## src/rtl/serial_mag_comparator.sv

```systemverilog
// Bit-serial magnitude comparator: one 1-bit compare cell swept MSB-first over latched operands.
// Latency 1..WIDTH cycles after the accepted start (stops at the first differing bit); start is ignored while busy.
module serial_mag_comparator #(
    parameter int WIDTH = 8
) (
    input  logic                       clk,
    input  logic                       rst_n,
    input  logic                       start,
    input  logic [WIDTH-1:0]           a_in,
    input  logic [WIDTH-1:0]           b_in,
    output logic                       busy,
    output logic                       done,
    output logic                       lt,
    output logic                       eq,
    output logic                       gt,
    output logic [$clog2(WIDTH+1)-1:0] bits_used
);

    localparam int BW = $clog2(WIDTH + 1);

    typedef enum logic {
        IDLE = 1'b0,
        RUN  = 1'b1
    } state_t;

    state_t           state_q, state_d;
    logic [WIDTH-1:0] sa_q, sa_d;
    logic [WIDTH-1:0] sb_q, sb_d;
    logic [BW-1:0]    cnt_q, cnt_d;
    logic [BW-1:0]    bu_q, bu_d;
    logic             done_q, done_d;
    logic             lt_q, lt_d;
    logic             eq_q, eq_d;
    logic             gt_q, gt_d;

    // Single 1-bit compare cell, always looking at the current MSBs.
    logic bit_a, bit_b, bit_lt, bit_eq, bit_gt;

    assign bit_a  = sa_q[WIDTH-1];
    assign bit_b  = sb_q[WIDTH-1];
    assign bit_lt = ~bit_a & bit_b;
    assign bit_eq = ~(bit_a ^ bit_b);
    assign bit_gt = bit_a & ~bit_b;

    always_comb begin
        state_d = state_q;
        sa_d    = sa_q;
        sb_d    = sb_q;
        cnt_d   = cnt_q;
        bu_d    = bu_q;
        done_d  = 1'b0;
        lt_d    = lt_q;
        eq_d    = eq_q;
        gt_d    = gt_q;

        case (state_q)
            IDLE: begin
                if (start) begin
                    sa_d    = a_in;
                    sb_d    = b_in;
                    cnt_d   = BW'(WIDTH - 1);
                    lt_d    = 1'b0;
                    eq_d    = 1'b0;
                    gt_d    = 1'b0;
                    bu_d    = '0;
                    state_d = RUN;
                end
            end
            RUN: begin
                if (!bit_eq) begin
                    lt_d    = bit_lt;
                    gt_d    = bit_gt;
                    eq_d    = 1'b0;
                    bu_d    = BW'(WIDTH) - cnt_q;
                    done_d  = 1'b1;
                    state_d = IDLE;
                end else if (cnt_q == '0) begin
                    lt_d    = 1'b0;
                    gt_d    = 1'b0;
                    eq_d    = 1'b1;
                    bu_d    = BW'(WIDTH);
                    done_d  = 1'b1;
                    state_d = IDLE;
                end else begin
                    // Zero-fill keeps already-examined bits from influencing later steps.
                    sa_d  = sa_q << 1;
                    sb_d  = sb_q << 1;
                    cnt_d = cnt_q - BW'(1);
                end
            end
            default: state_d = IDLE;
        endcase
    end

    always_ff @(posedge clk or negedge rst_n) begin
        if (!rst_n) begin
            state_q <= IDLE;
            sa_q    <= '0;
            sb_q    <= '0;
            cnt_q   <= '0;
            bu_q    <= '0;
            done_q  <= 1'b0;
            lt_q    <= 1'b0;
            eq_q    <= 1'b0;
            gt_q    <= 1'b0;
        end else begin
            state_q <= state_d;
            sa_q    <= sa_d;
            sb_q    <= sb_d;
            cnt_q   <= cnt_d;
            bu_q    <= bu_d;
            done_q  <= done_d;
            lt_q    <= lt_d;
            eq_q    <= eq_d;
            gt_q    <= gt_d;
        end
    end

    assign busy      = (state_q == RUN);
    assign done      = done_q;
    assign lt        = lt_q;
    assign eq        = eq_q;
    assign gt        = gt_q;
    assign bits_used = bu_q;

endmodule

```

## config.mk

```make
export PLATFORM = sky130hd
export DESIGN_NAME = serial_mag_comparator
export DESIGN_NICKNAME = d
export VERILOG_FILES = /design/src/rtl/serial_mag_comparator.sv
export SDC_FILE = /design/constraint.sdc
export NUM_CORES = 1
export LEC_CHECK = 0
export ABC_CLOCK_PERIOD_IN_PS = 2050
export CAP_MARGIN = 20
export CORE_AREA = 2 2 99 53
export CTS_BUF_LIST = sky130_fd_sc_hd__clkbuf_16
export DETAILED_ROUTE_END_ITERATION = 12
export DIE_AREA = 0 0 101 55
export SLEW_MARGIN = 30
export SYNTH_ARGS = -nofsm -noshare
export SYNTH_HDL_FRONTEND = slang
export SYNTH_SLANG_ARGS = --single-unit
```

## constraint.sdc

```tcl
create_clock -name clk -period 2.05 [get_ports clk]
set_clock_uncertainty 0.1 [all_clocks]
set_input_delay 0.3075 -clock clk [delete_from_list [all_inputs] [get_ports clk]]
set_output_delay 0.3075 -clock clk [all_outputs]
set_load 0.05 [all_outputs]
```

* Yosys cells after proc, flatten, opt, wreduce, memory -nomap -nowiden
Index checks and enable logic that the tools add are counted.
** Cells by class
- Add/sub/neg operators :: 2
- Equal/unequal tests :: 4
- Muxes and demuxes :: 32
- Bitwise gates (word level) :: 6
- Reductions and logical operators :: 3
** Operators with widths (number)
- 8-bit 2-to-1 mux :: 6
- 8-bit one-hot mux with 2 select lines :: 2
- 4-bit 2-to-1 mux :: 6
- 4-bit one-hot mux with 2 select lines :: 2
- 1-bit 2-to-1 mux :: 12
- 1-bit one-hot mux with 2 select lines :: 4
- 2-bit != test (second input constant) :: 3
- 4-bit logical NOT :: 1
- 4-bit by 1-bit subtractor with 4-bit output (second input constant) :: 1
- 4-bit subtractor (first input constant) :: 1
- 3-bit by 1-bit != test with 1-bit output (second input constant) :: 1
- 1-bit inverter :: 3
- 3-bit AND reduction :: 1
- 1-bit bitwise AND :: 2
- 2-bit AND reduction :: 1
- 1-bit bitwise XOR :: 1
** Storage, ports and cells
- Register bits :: 29
- Output and inout bits :: 9

* Longest topological paths before layout
- Word-level depth :: 4
- Gate-level depth with buffers :: 6
- Depth with buffers taken out :: 5

* Worst setup path before layout
Ideal clock, no wire load.
- Path type :: reg-to-reg
- From :: reg state_q, in the netlist busy
- To :: reg sa_q[4]
- Library setup time :: 0.125 ns
- Arrival time :: 1.713 ns
- Setup slack :: 0.112 ns
- Stages on the path, launching flop included :: 6
- Buffers on the path :: 2
- Path through :: dfrtp_1 > buf_4 > nand2_1 > o21ai_4 > buf_6 > mux2_4
** On the way
- Word-level cells in the longest chain between the ends :: 3
- Elaborated cells between the ends (all ways) :: 6
** RTL lines
- start, declared :: line 26 : state_t state_q, state_d;
- start signal, assigned :: line 107 : state_q <= state_d;
- 1-bit inverter
- 2-bit != test (no line)
- 3-bit AND reduction (no line)
- end signal, assigned :: line 98 : sa_q <= '0;
- end signal, assigned :: line 108 : sa_q <= sa_d;
- end, declared :: line 27 : logic [WIDTH-1:0] sa_q, sa_d;
Parallel ways exist; a longest one is shown, timed or not.
A chain may end at the register's enable or synchronous reset.

* Worst setup path in the final report
- From :: reg lt_q, in the netlist lt
- To :: out lt
** RTL lines
- start, declared :: line 32 : logic lt_q, lt_d;
- start signal, assigned :: line 113 : lt_q <= lt_d;
- end, declared :: line 13 : output logic lt,
No word-level cell between the ends.

==> results_tabular.tex <==
\begin{tabular}{lr}
\hline
Metric & Value \\
\hline
\multicolumn{2}{l}{\textbf{Synth}} \\
Number of warnings printed during yosys synthesis & 0 \\
Most frequent cell after synthesis & sky130\_fd\_sc\_hd\_\_dfrtp\_1 \\
Synthesized area per cell & 11.8 um\^{}2 \\
Top FF cell, synth & sky130\_fd\_sc\_hd\_\_dfrtp\_1 \\
Total nets after synthesis & 150 \\
Synth cell types & 38 \\
Commonest cells post-synth & 29 x sky130\_fd\_sc\_hd\_\_dfrtp\_1, 18 x sky130\_fd\_sc\_hd\_\_mux2\_2, 13 x sky130\_fd\_sc\_hd\_\_nand2\_1 \\
Most area-consuming cells after synthesis & sky130\_fd\_sc\_hd\_\_dfrtp\_1 48\%, sky130\_fd\_sc\_hd\_\_mux2\_2 13\%, sky130\_fd\_sc\_hd\_\_mux2i\_1 4.0\% \\
Instance count of the mapped netlist & 128 \\
Area share of the leading cell type in the synthesized netlist & 0.481 \\
FF+latch count, synth & 29 \\
Share of the yosys chip area belonging to registers & 0.481 \\
Count of flip-flops with a built-in enable after synthesis & 0 \\
Post-synth ARST share & 1.00 \\
Cell taking the most area after synthesis & sky130\_fd\_sc\_hd\_\_dfrtp\_1 \\
Post-synthesis cell area & 1510 um\^{}2 \\
\multicolumn{2}{l}{\textbf{Floorplanning}} \\
Starting density of the core & 0.319 \\
Site row count & 18 \\
Floorplan die area & 5560 um\^{}2 \\
Die Span Y & 55 um \\
X dimension of the die & 101 um \\
CORE AREA & 4730 um\^{}2 \\
Number of ports placed on the die boundary & 28 \\
\multicolumn{2}{l}{\textbf{Place}} \\
Buffers added on ports & 27 \\
Placer Congestion & 0.872 \\
Dpl hpwl & 2390 um \\
Total instance count after detailed placement & 216 \\
\multicolumn{2}{l}{\textbf{Setup path}} \\
Standard cell with the maximum stage delay on the critical path & sky130\_fd\_sc\_hd\_\_clkdlybuf4s50\_1 \\
Biggest cell delay along the critical path & 0.82 ns \\
Worst-path fanout max & 3 \\
Arrival time at the worst endpoint & 1.46 ns \\
Cell breakdown of the critical path & clkdlybuf4s50\_1 \\
CP bufs+invs & 1 \\
CP startpoint kind & flop \\
Worst setup path class & reg -> out \\
Endpoint required time on the critical path & 1.64 ns \\
Flop2flop setup slack & 0.20 ns \\
Nature of the critical path endpoint & output port \\
Largest delay contributor family on the critical path & buffers and inverters \\
\multicolumn{2}{l}{\textbf{Cells and area}} \\
Diode insertion count for antenna repair & 0 \\
Share of final-layout standard cells stronger than drive strength 1 & 0.256 \\
Area taken by multi-input logic gates & 711 um\^{}2 \\
Net count reported at finish & 185 \\
FF/Latch Area & 726 um\^{}2 \\
Signed area change from the synthesized netlist to the final layout & 34.3\% \\
Filler cell count in the final layout & 443 \\
Non-filler instance count after layout & 224 \\
\multicolumn{2}{l}{\textbf{Timing}} \\
Sum Neg Setup Slack & 0 ns \\
Max transition margin & 0.622 \\
Worst Tran Pin Value & 0.559 ns \\
Shortest period the worst path allows & 1.87 ns \\
Final Max Tran Viols & 0 \\
Fmax achieved & 0.535 GHz \\
Final setup vio count & 0 \\
RSZ-0062 raised after global routing & false \\
Fraction of the cycle the final worst path needs & 0.911 \\
Final-report hold violation count & 0 \\
\multicolumn{2}{l}{\textbf{Route}} \\
Number of DRC violations after detailed routing & 0 \\
Via count & 1077 \\
Final routed wirelength across all metal layers & 3170 um \\
Antenna Violating Nets Remaining & 0 \\
Violation count after the first detailed-routing iteration & 64 \\
Detailed Routing Iterations Pass 1 & 4 \\
Wire per inst & 14.1 um \\
Via density per instance & 4.81 \\
\multicolumn{2}{l}{\textbf{Pwr}} \\
Total leakage power & 0.000882 uW \\
Portion of total power attributed to combinational logic & 0.514 \\
Power, Total & 3430 uW \\
Clk pwr share & 0.195 \\
Peak ir drop on the vdd network & 0.533 mV \\
NetSw & 1280 uW \\
Sequential cell fraction of total power & 0.291 \\
Switching fraction of total power & 0.372 \\
Int Pwr & 2160 uW \\
Total power divided by cell area & 1690 nW/um\^{}2 \\
\multicolumn{2}{l}{\textbf{Clock network}} \\
Num CTS Buffers & 5 \\
Hold-fix buffers, CTS & 0 \\
Maximum number of buffers from clock root to sink & 2 \\
TritonCTS clock tree & built \\
Sink count of the clock tree & 29 \\
Number of H-tree levels & 2 \\
Reg clk slew, reported paths & 0.05 ns \\
Insertion delay of the later-clocked pin in the worst-skew pair & 0.27 ns \\
Root buf cell & sky130\_fd\_sc\_hd\_\_clkbuf\_16 \\
Setup fix buffers added after clock tree synthesis & 0 \\
Number of gates given a new drive strength after cts & 0 \\
\multicolumn{2}{l}{\textbf{GRT}} \\
Vias in the first global route & 1026 \\
Aggregate global routing overflow & 0 \\
Global-route wire length before repair & 5170 um \\
Number of antenna violations at the first check in global routing & 0 \\
Pin count of the biggest net entering global routing & 30 \\
Total GRT Usage & 0.130 \\
\multicolumn{2}{l}{\textbf{Outcome}} \\
Run status & finished clean \\
\multicolumn{2}{l}{\textbf{Run}} \\
Maximum capacitance violations & 0 \\
\multicolumn{2}{l}{\textbf{Hold path}} \\
Classification of the worst-slack hold path & in -> async \\
\hline
\end{tabular}
## registers in the layout (all words and copies together), names as in the netlist
signal	flops
bits_used	4
busy	1
cnt_q	4
done	1
eq	1
gt	1
lt	1
sa_q	8
sb_q	8
## kinds of logic (layout without fill, tap and decap cells)
family                     after synthesis  count (layout)  synth area share
and+or+nand+nor                         31              31             0.114
DFF                                     29              29             0.481
muxes                                   28              28             0.214
AOI/OAI and AO/OA                       21              21             0.106
buffers and inverters                   14              50            0.0489
adders and majority gates                3               3            0.0249
xor gates and xnor gates                 2               2            0.0116
## through the flow
step | instance area, um^2 | utilization | hold WS (ns) | setup WS [ns]
global route | 2030 | 0.429 | 0.375 | 0.116
global placement | 1890 | 0.400 | 0.386 | 0.253
CTS | 2030 | 0.429 | 0.334 | 0.174
floorplan | 1510 | - | -0.0881 | 0.112
finish | 2030 | 0.429 | 0.314 | 0.182
detailed placement | 1890 | 0.400 | 0.393 | 0.203
## per-layer routing
metal / GRT usage / vias to the layer above / wire length [um]
met2: 0.176 / 34 / 1250
met1: 0.183 / 508 / 1630
met4: 0.0608 / 0 / 48
met3: 0.0465 / 6 / 244
met5: 0 / - / 0
li1: - / 529 / -
## layout by cell type, fill, tap and decap left out, types with 4 or more instances in the layout
| cell type | instances |
|---|---|
| sky130_fd_sc_hd__mux2_2 | 18 |
| sky130_fd_sc_hd__mux2_4 | 4 |
| sky130_fd_sc_hd__clkbuf_16 | 5 |
| sky130_fd_sc_hd__o21ai_0 | 5 |
| sky130_fd_sc_hd__inv_1 | 7 |
| sky130_fd_sc_hd__dfrtp_1 | 29 |
| sky130_fd_sc_hd__mux2i_1 | 6 |
| sky130_fd_sc_hd__nand2_1 | 13 |
| sky130_fd_sc_hd__buf_4 | 7 |
| sky130_fd_sc_hd__clkdlybuf4s50_1 | 26 |
| sky130_fd_sc_hd__o211ai_1 | 4 |
## power groups by stage
stage	Sequential, uW	Clock [uW]	Combinational [uW]
floorplan	1140	0	1130
global placement	986	0	1740
detailed placement	1000	0	1780
CTS	998	691	1780
global route	1020	724	1920
finish	1000	669	1770
## layout make-up
| class | count | area share |
|---|---|---|
| Tap cell | 60 | 0.0370 |
| Clock buffer | 5 | 0.0617 |
| Sequential cell | 29 | 0.358 |
| Inverter | 7 | 0.0130 |
| Clock inverter | 3 | 0.00617 |
| Timing Repair Buffer | 35 | 0.174 |
| Multi-Input combinational cell | 85 | 0.350 |
## worst paths after layout
check | start | endpoint | cells past startpoint
worst max register to register | cnt_q[0] | bits_used[0] | 5
worst min register to register | sb_q[4] | sb_q[4] | 1
worst min-delay path | rst_n | sa_q[5] | 2
worst max-delay path | lt | lt | 1
max in group asynchronous | rst_n | sa_q[0] | 2
min in group clk | sb_q[4] | sb_q[4] | 1
No activity file was read; power rests on OpenSTA's default activity.
